### config.mk
export PLATFORM = sky130hd
export DESIGN_NAME = stack_arbiter
export DESIGN_NICKNAME = d
export VERILOG_FILES = /design/src/rtl/stack_arbiter_pkg.sv /design/src/rtl/rr_arbiter2.sv /design/src/rtl/stack_arbiter.sv
export SDC_FILE = /design/constraint.sdc
export NUM_CORES = 1
export LEC_CHECK = 0
export ABC_AREA = 1
export BUFFER_PORTS_ARGS = -buffer_cell sky130_fd_sc_hd__buf_2
export CORE_MARGIN = 2
export CORE_UTILIZATION = 43
export DETAILED_ROUTE_END_ITERATION = 10
export PLACE_DENSITY = 0.74
export SETUP_SLACK_MARGIN = 0.3
export SYNTH_ARGS = -nofsm -noshare
export SYNTH_HDL_FRONTEND = slang
export SYNTH_SLANG_ARGS = --single-unit
### constraint.sdc
create_clock -name clk -period 1.71 [get_ports clk]
set_input_delay 0.0855 -clock clk [delete_from_list [all_inputs] [get_ports clk]]
set_output_delay 0.0855 -clock clk [all_outputs]
set_load 0.02 [all_outputs]
### src/rtl/stack_arbiter_pkg.sv
// Shared types and defaults for the stack arbiter.
// Opcodes, parameter defaults and the response tag.
package stack_arbiter_pkg;

  localparam logic OP_PUSH = 1'b0;
  localparam logic OP_POP  = 1'b1;

  localparam int WIDTH_DEF   = 8;
  localparam int DEPTH_DEF   = 15;
  localparam int STK_LAT_DEF = 2;

  typedef struct packed {
    logic valid;
    logic id;
    logic op;
    logic err;
  } tag_t;

endpackage

### src/rtl/rr_arbiter2.sv
// Two-input round-robin arbiter.
// The pointer always moves to the requester that lost.
module rr_arbiter2 (
  input  logic       clk,
  input  logic       reset,
  input  logic [1:0] valid,
  output logic [1:0] grant
);

  logic prio;

  always_comb begin
    grant = 2'b00;
    if (!reset) begin
      if (&valid)
        grant = prio ? 2'b10 : 2'b01;
      else
        grant = valid;
    end
  end

  always_ff @(posedge clk) begin
    if (reset)
      prio <= 1'b0;
    else if (|grant)
      prio <= grant[0];
  end

endmodule

### src/rtl/stack_arbiter.sv
// Two-port push/pop sequencer for the 16-entry LIFO stack.
// Occupancy is committed at grant; results return in order.
module stack_arbiter
  import stack_arbiter_pkg::*;
#(
  parameter int WIDTH   = WIDTH_DEF,
  parameter int DEPTH   = DEPTH_DEF,
  parameter int STK_LAT = STK_LAT_DEF
) (
  input  logic             clk,
  input  logic             reset,
  input  logic [1:0]       req_valid,
  input  logic [1:0]       req_op,
  input  logic [2*WIDTH-1:0] req_data,
  output logic [1:0]       req_ready,
  output logic [1:0]       rsp_valid,
  output logic [WIDTH-1:0] rsp_data,
  output logic             rsp_err,
  output logic             stk_push,
  output logic             stk_pop,
  output logic [WIDTH-1:0] stk_data_in,
  input  logic [WIDTH-1:0] stk_data_out,
  output logic [4:0]       count,
  output logic             full,
  output logic             empty
);

  localparam logic [4:0] DEPTH_C = 5'(DEPTH);

  logic [1:0]       grant;
  logic             acc;
  logic             sel;
  logic             op;
  logic [WIDTH-1:0] data;
  logic             do_push;
  logic             do_pop;
  tag_t             tag_in;
  tag_t             tags [STK_LAT+1];
  tag_t             last;

  rr_arbiter2 u_arb (
    .clk   (clk),
    .reset (reset),
    .valid (req_valid),
    .grant (grant)
  );

  assign req_ready = grant;
  assign acc  = |grant;
  assign sel  = grant[1];
  assign op   = sel ? req_op[1] : req_op[0];
  assign data = sel ? req_data[2*WIDTH-1:WIDTH]
                    : req_data[WIDTH-1:0];

  assign do_push = acc && op == OP_PUSH && count != DEPTH_C;
  assign do_pop  = acc && op == OP_POP && count != 5'd0;

  always_comb begin
    tag_in.valid = acc;
    tag_in.id    = sel;
    tag_in.op    = op;
    tag_in.err   = acc && !(do_push || do_pop);
  end

  assign last  = tags[STK_LAT];
  assign full  = count == DEPTH_C;
  assign empty = count == 5'd0;

  always_ff @(posedge clk) begin
    if (reset) begin
      count       <= '0;
      stk_push    <= 1'b0;
      stk_pop     <= 1'b0;
      stk_data_in <= '0;
      rsp_valid   <= 2'b00;
      rsp_data    <= '0;
      rsp_err     <= 1'b0;
      for (int i = 0; i <= STK_LAT; i++)
        tags[i] <= '0;
    end else begin
      stk_push <= do_push;
      stk_pop  <= do_pop;
      if (do_push)
        stk_data_in <= data;
      if (do_push)
        count <= count + 5'd1;
      else if (do_pop)
        count <= count - 5'd1;
      tags[0] <= tag_in;
      for (int i = 1; i <= STK_LAT; i++)
        tags[i] <= tags[i-1];
      // Last stage lines up with the popped data on stk_data_out.
      rsp_valid <= !last.valid ? 2'b00 :
                   last.id ? 2'b10 : 2'b01;
      rsp_err   <= last.valid && last.err;
      rsp_data  <= (last.valid && last.op == OP_POP && !last.err)
                   ? stk_data_out : '0;
    end
  end

endmodule

After elaboration in Yosys (flattened, before gate mapping). Memories as Yosys holds them, arrays and structs flattened. Index checks and enable logic that the tools add are counted.

Register bits: 27. Latch bits: 0. Memory bits (writable): 12. ROM bits: 0. Input bits: 30. Output and inout port bits: 30. Logic and storage cells: 51. Memories kept: 1.

Memory list: tags (depth 3, bits a word 4, rd ports 3, clocked after Yosys merged registers in 0, write ports 3, line stack_arbiter.sv:38) `tag_t tags [STK_LAT+1];`.

Add/sub/neg operators: 2. $mul: 0. Divide/modulo/power cells: 0. $lt $le $gt $ge: 0. Eq/ne operators: 2. Shift operators: 0. Multiplexer cells: 14. Bitwise gates (word level): 6. Reduce and logical (&&, ||, !) cells: 18.

Operator list (count): 4-bit 2-to-1 mux (3); 5-bit 2-to-1 mux (2); 1-bit logical AND (8); 2-bit 2-to-1 mux (4); 8-bit 2-to-1 mux (1); 2-bit OR reduction (3); 5-bit by 1-bit adder with 5-bit output (second input constant) (1); 5-bit by 4-bit equality test with 1-bit output (second input constant) (1); 5-bit logical NOT (1); 5-bit by 4-bit inequality test with 1-bit output (second input constant) (1); 5-bit nonzero test (1); 5-bit by 1-bit subtractor with 5-bit output (second input constant) (1); 1-bit 2-to-1 mux (4); 1-bit inverter (3); 1-bit OR (3); 1-bit logical NOT (2); 2-bit AND reduction (1); 2-bit nonzero test (1); 1-bit logical OR (1).

Logic depth before layout (Yosys ltp).
Depth after elaboration: 11. Gate-level depth with buffers: 15. Gate-level depth less buffers: 14.

Cells and area by module. Synthesis repeated with hierarchy kept, for this count alone.

Cells, all modules: 215. Area total of the unflattened synthesis: 1587.8 sq um.

By module, submodules not included: stack_arbiter (instances 1, cells each 202, area an instance 1520.2 sq um, seq. area each 760.7 sq um); rr_arbiter2 (instances 1, cells each 13, area an instance 67.6 sq um, seq. area each 20.0 sq um).

Worst setup path after synthesis. Ideal clock, no wire load.

Kind: register to register. From: register count[1]. To: register count[4]. Setup time: 115 ps. Arrival: 2100 ps. Data required time: 1595 ps. Path slack: -505 ps. Cell stages (with the launch flop): 11. Buffers on the path: 0. Period minus slack after synthesis: 2215 ps. Cells stage by stage: dfxtp_1 -> nand3_1 -> nor2_1 -> nor2_2 -> nand2_4 -> inv_2 -> fa_1 -> o21ai_0 -> nand3_1 -> a21oi_1 -> nor2_1.

Word-level cells in the longest chain between the ends: 3. Elaborated cells on any way between the ends: 9. Classes of those cells: 2 x add/sub; 1 x eq/ne; 2 x mux; 4 x reduce/logical.

Ends and longest elaborated chain: start: declaration (line stack_arbiter.sv:23) `output logic [4:0] count,`; start signal: assignment (line stack_arbiter.sv:86) `count <= count + 5'd1;`; start signal: assignment (line stack_arbiter.sv:88) `count <= count - 5'd1;`; 5-bit by 4-bit inequality test with 1-bit output * (line stack_arbiter.sv:55) `assign do_push = acc && op == OP_PUSH && count != DEPTH_C;`; 1-bit logical AND * (line stack_arbiter.sv:55); net do_push (line stack_arbiter.sv:35) `logic do_push;`; 5-bit 2-to-1 mux or 2-bit nonzero test (tied branches).

Mark *: on every way through the listed nets, which the timed path passes. The rest lies on a longest branch. The select of a mux whose other input is x is not followed. A chain may end at the register's enable or synchronous reset.

Worst setup path after layout.
From: register count[4]. To: register count[4].

Same word-level chain as after synthesis.

==> impl_metrics.csv <==
group,metric,value,unit
critical_path,r2r-start,"count[4]$_SDFFE_PP0P_",
timing,tns,-38.0,ps
synth,synth_edf_count,0,
global_routing,grtUsageTotal,19.4,%
synth,ys.warnings.count,0,
timing,relSlewSlack,78.7,%
finish,layout.nets,335,
critical_path,crit_path_start,"count[4]$_SDFFE_PP0P_",
synth,ys_ff_latch,39,
timing,min_period_over_period,102,%
timing,fin_ws,-31.5,ps
timing,final.setup_skew,6.63,ps
min_path,min_delay_path_depth,3,
synth,synth_compound_area_share,6.75,%
synth,synthSimpleGateAreaFrac,27.1,%
finish,drive_gt1_share,42.4,%
timing,tightest_slew,319,ps
synth,yosysSeqAreaShare,49.5,%
floorplanning,core,0.00342,mm2
finish,fill_cells,306,
critical_path,path_buf_inv,2,
critical_path,slowest_stage,"dfxtp_4",
floorplanning,die-area,0.00417,mm2
power_and_ir_drop,cellLeakagePower,1.26,nW
synth,yosysTopAreaCell,"dfxtp_1",
synth,async_reset_ff_share,0,%
placement,post-dp-hpwl,2.61,mm
floorplanning,initial_utilization,46.2,%
timing,drv_slew,0,
critical_path,critPathMaxStageDelay,360,ps
clock_network,clkLatencyLatePin,340,ps
placement,port_buffers,59,
clock_network,cts_max_level,2,
run_status,status,"finished with violations",
routing,drt_pass1_iterations,6,
routing,vias,1515,
synth,synth_top_family_by_area,"simple AND/OR/NAND/NOR gates",
finish,multi_input_area,707,um2
synth,synthAdderAreaFrac,3.65,%
floorplanning,num_rows,21,
critical_path,critPathMaxFanout,6,
routing,drt_wl_total,3.70,mm
synth,syn_area,0.00158,mm2
synth,syn_inst,209,
routing,drc,0,
clock_network,clk_path_buf_depth,2,
min_path,hold_path.class,"input port to register",
synth,yosysMostFrequentCell,"nor2_1",
timing,holdWs,32.9,ps
global_routing,overflow,0,
placement,post-place-ws,-90.7,ps
timing,hold_viol_final,0,
critical_path,crit_type,"register to register",
critical_path,cp.depth,12,
critical_path,worstPathRequired,1990,ps
finish,instances_no_fill,348,
timing,rsz0062_at_grt,"yes",
global_routing,grt_pass1_wl,6.27,mm
floorplanning,die_h,64.6,um
job,drv_cap,0,
synth,yosys.cell_types.count,28,
global_routing,grt_pass1_vias,1483,
synth,synth_fp_nets,243,
floorplanning,fp.dieW,64.6,um
clock_network,cts_tree,"done",
routing,post_drt_via_cell_ratio,4.35,
routing,drt_iter0_drc,56,
placement,dp_cells,324,
critical_path,cp-start-kind,"register",
clock_network,cts_inserted_buffers,5,
power_and_ir_drop,vdd_ir_drop_max,0.000531,V
finish,seqCellArea,798,um2
clock_network,clkSinkCount,39,
global_routing,grt_max_degree,17,
synth,ys.flop_type,"dfxtp_1",
synth,synth.mux.area_fraction,0,%
timing,setup_viol,2,
critical_path,rrSetupSlack,-30,ps
critical_path,crit_family,"simple AND/OR/NAND/NOR gates",
clock_network,clk_pin_slew,120,ps
routing,ant_nets,0,
synth,ys_top_cells_by_count,"nor2_1 (50), dfxtp_1 (39), nand2_1 (34), inv_1 (31), o21ai_1 (12)",
routing,wl_per_cell,10.6,um
critical_path,path_cells,"inv_1 > nand2_2 > nor2_4 > nor2_4 > nand2_4 > inv_2 > fa_2 > o21ai_1 > nand3_1 > nand3_1 > nand2_1 > nor2_1",
finish,area_delta_synth_final,49.7,%
clock_network,root_buffer,"clkbuf_4",
floorplanning,ios,60,
min_path,hp-start,"req_valid[0]",
global_routing,antenna_found_initial,0,
synth,synth_top_area_share,49.5,%
synth,synth-xor-area-share,1.11,%
critical_path,crit_path_end_kind,"register",
timing,fmax,0.574,GHz
synth,synthTopCellsByArea,"dfxtp_1 (50%), nor2_1 (12%), nand2_1 (8.1%), inv_1 (7.4%), o21ai_1 (3.8%)",
run_status,failed_checks,"negative setup slack",
power_and_ir_drop,powerDensity,936,mW/mm2
critical_path,rr_worst_depth,12,
critical_path,cp_data_arrival_time,2020,ps
placement,gp_congestion,0.853,
finish,antenna_cells,0,
synth,syn_avg_cell_area,7.54,um2
timing,min_period,1740,ps
[through the flow]
stage	instance area, um2	util [%]	power [mW]
6_report	2360	69.1	2.21
5_1_grt	2360	69.1	2.33
4_1_cts	2310	67.8	2.19
3_5_place_dp	2070	60.6	1.53
3_3_place_gp	2070	60.6	1.52
2_1_floorplan	1650	-	1.35
[cell usage in the layout (no fill, tap or decap), types with 2 or more instances in the layout]
master / n
ha_4: 2
nand3_2: 3
inv_1: 30
nand2_2: 6
inv_2: 6
nand3_1: 5
dfxtp_4: 4
clkinv_4: 2
buf_6: 2
a21oi_2: 2
nand2_1: 31
clkbuf_4: 5
nor2_2: 2
a21oi_1: 2
dlygate4sd3_1: 9
o21ai_1: 11
nor2_1: 47
dfxtp_2: 2
dfxtp_1: 33
nor2_4: 3
buf_2: 57
buf_4: 22
o21ai_2: 3
[flip-flops by register name, summed over array words and instances, names as in the netlist]
name	cells
count	5
rsp_data	8
stk_data_in	8
stk_pop	1
tags	12
stk_push	1
rsp_err	1
rsp_valid	2
u_arb.prio	1
[metal layers]
| metal | global-route usage, % | part of all wire, % |
|---|---|---|
| met1 | 21.1 | 42 |
| met2 | 37.5 | 53 |
| met3 | 3.65 | 4.1 |
| met4 | 6.38 | 1.1 |
| met5 | 0 | 0 |
[repair_timing]
item                                    4_1_cts  5_1_grt
endpoints found under the setup margin        6       14
resized for setup                             9       10
endpoints found under the hold margin         9        0
hold buffers                                  9        0
buffers inserted                              7        0
pin swaps                                    12        7
[path summary, 6_finish.rpt]
path	endpoint
setup / recovery	count[4]$_SDFFE_PP0P_
hold / removal	u_arb.prio$_SDFFE_PP0P_
setup reg to reg	count[4]$_SDFFE_PP0P_
hold reg to reg	tags[0][8]$_SDFF_PP0_
[worst reg2reg max path, stage by stage, from the launching register on]
cell	delay [ps]
dfxtp_4	360
inv_1	80
nand2_2	70
nor2_4	120
nor2_4	50
nand2_4	110
inv_2	60
fa_2	360
o21ai_1	140
nand3_1	110
nand3_1	90
nand2_1	50
nor2_1	90
[layout make-up]
cell class,instances,area share [%]
flip-flops and latches,39,33.8
multi-input cells,127,30.0
repair buffers,90,23.9
inverters,38,6.47
well taps,46,2.44
clock inverters,3,1.86
clock buffers,5,1.59
[logic make-up after synthesis]
logic type	count (synthesis)
buffers and inverters	43
adders and majority gates	4
and+or+nand+nor	101
DFF	39
AOI/OAI and AO/OA	20
xor gates and xnor gates	2
[where the power goes]
part	switching [mW]	internal, mW	total (mW)
registers	0.0234	0.966	0.990
clock network	0.304	0.308	0.612
logic	0.327	0.281	0.608
total	0.654	1.55	2.21
(Power assumes the default switching activity.)
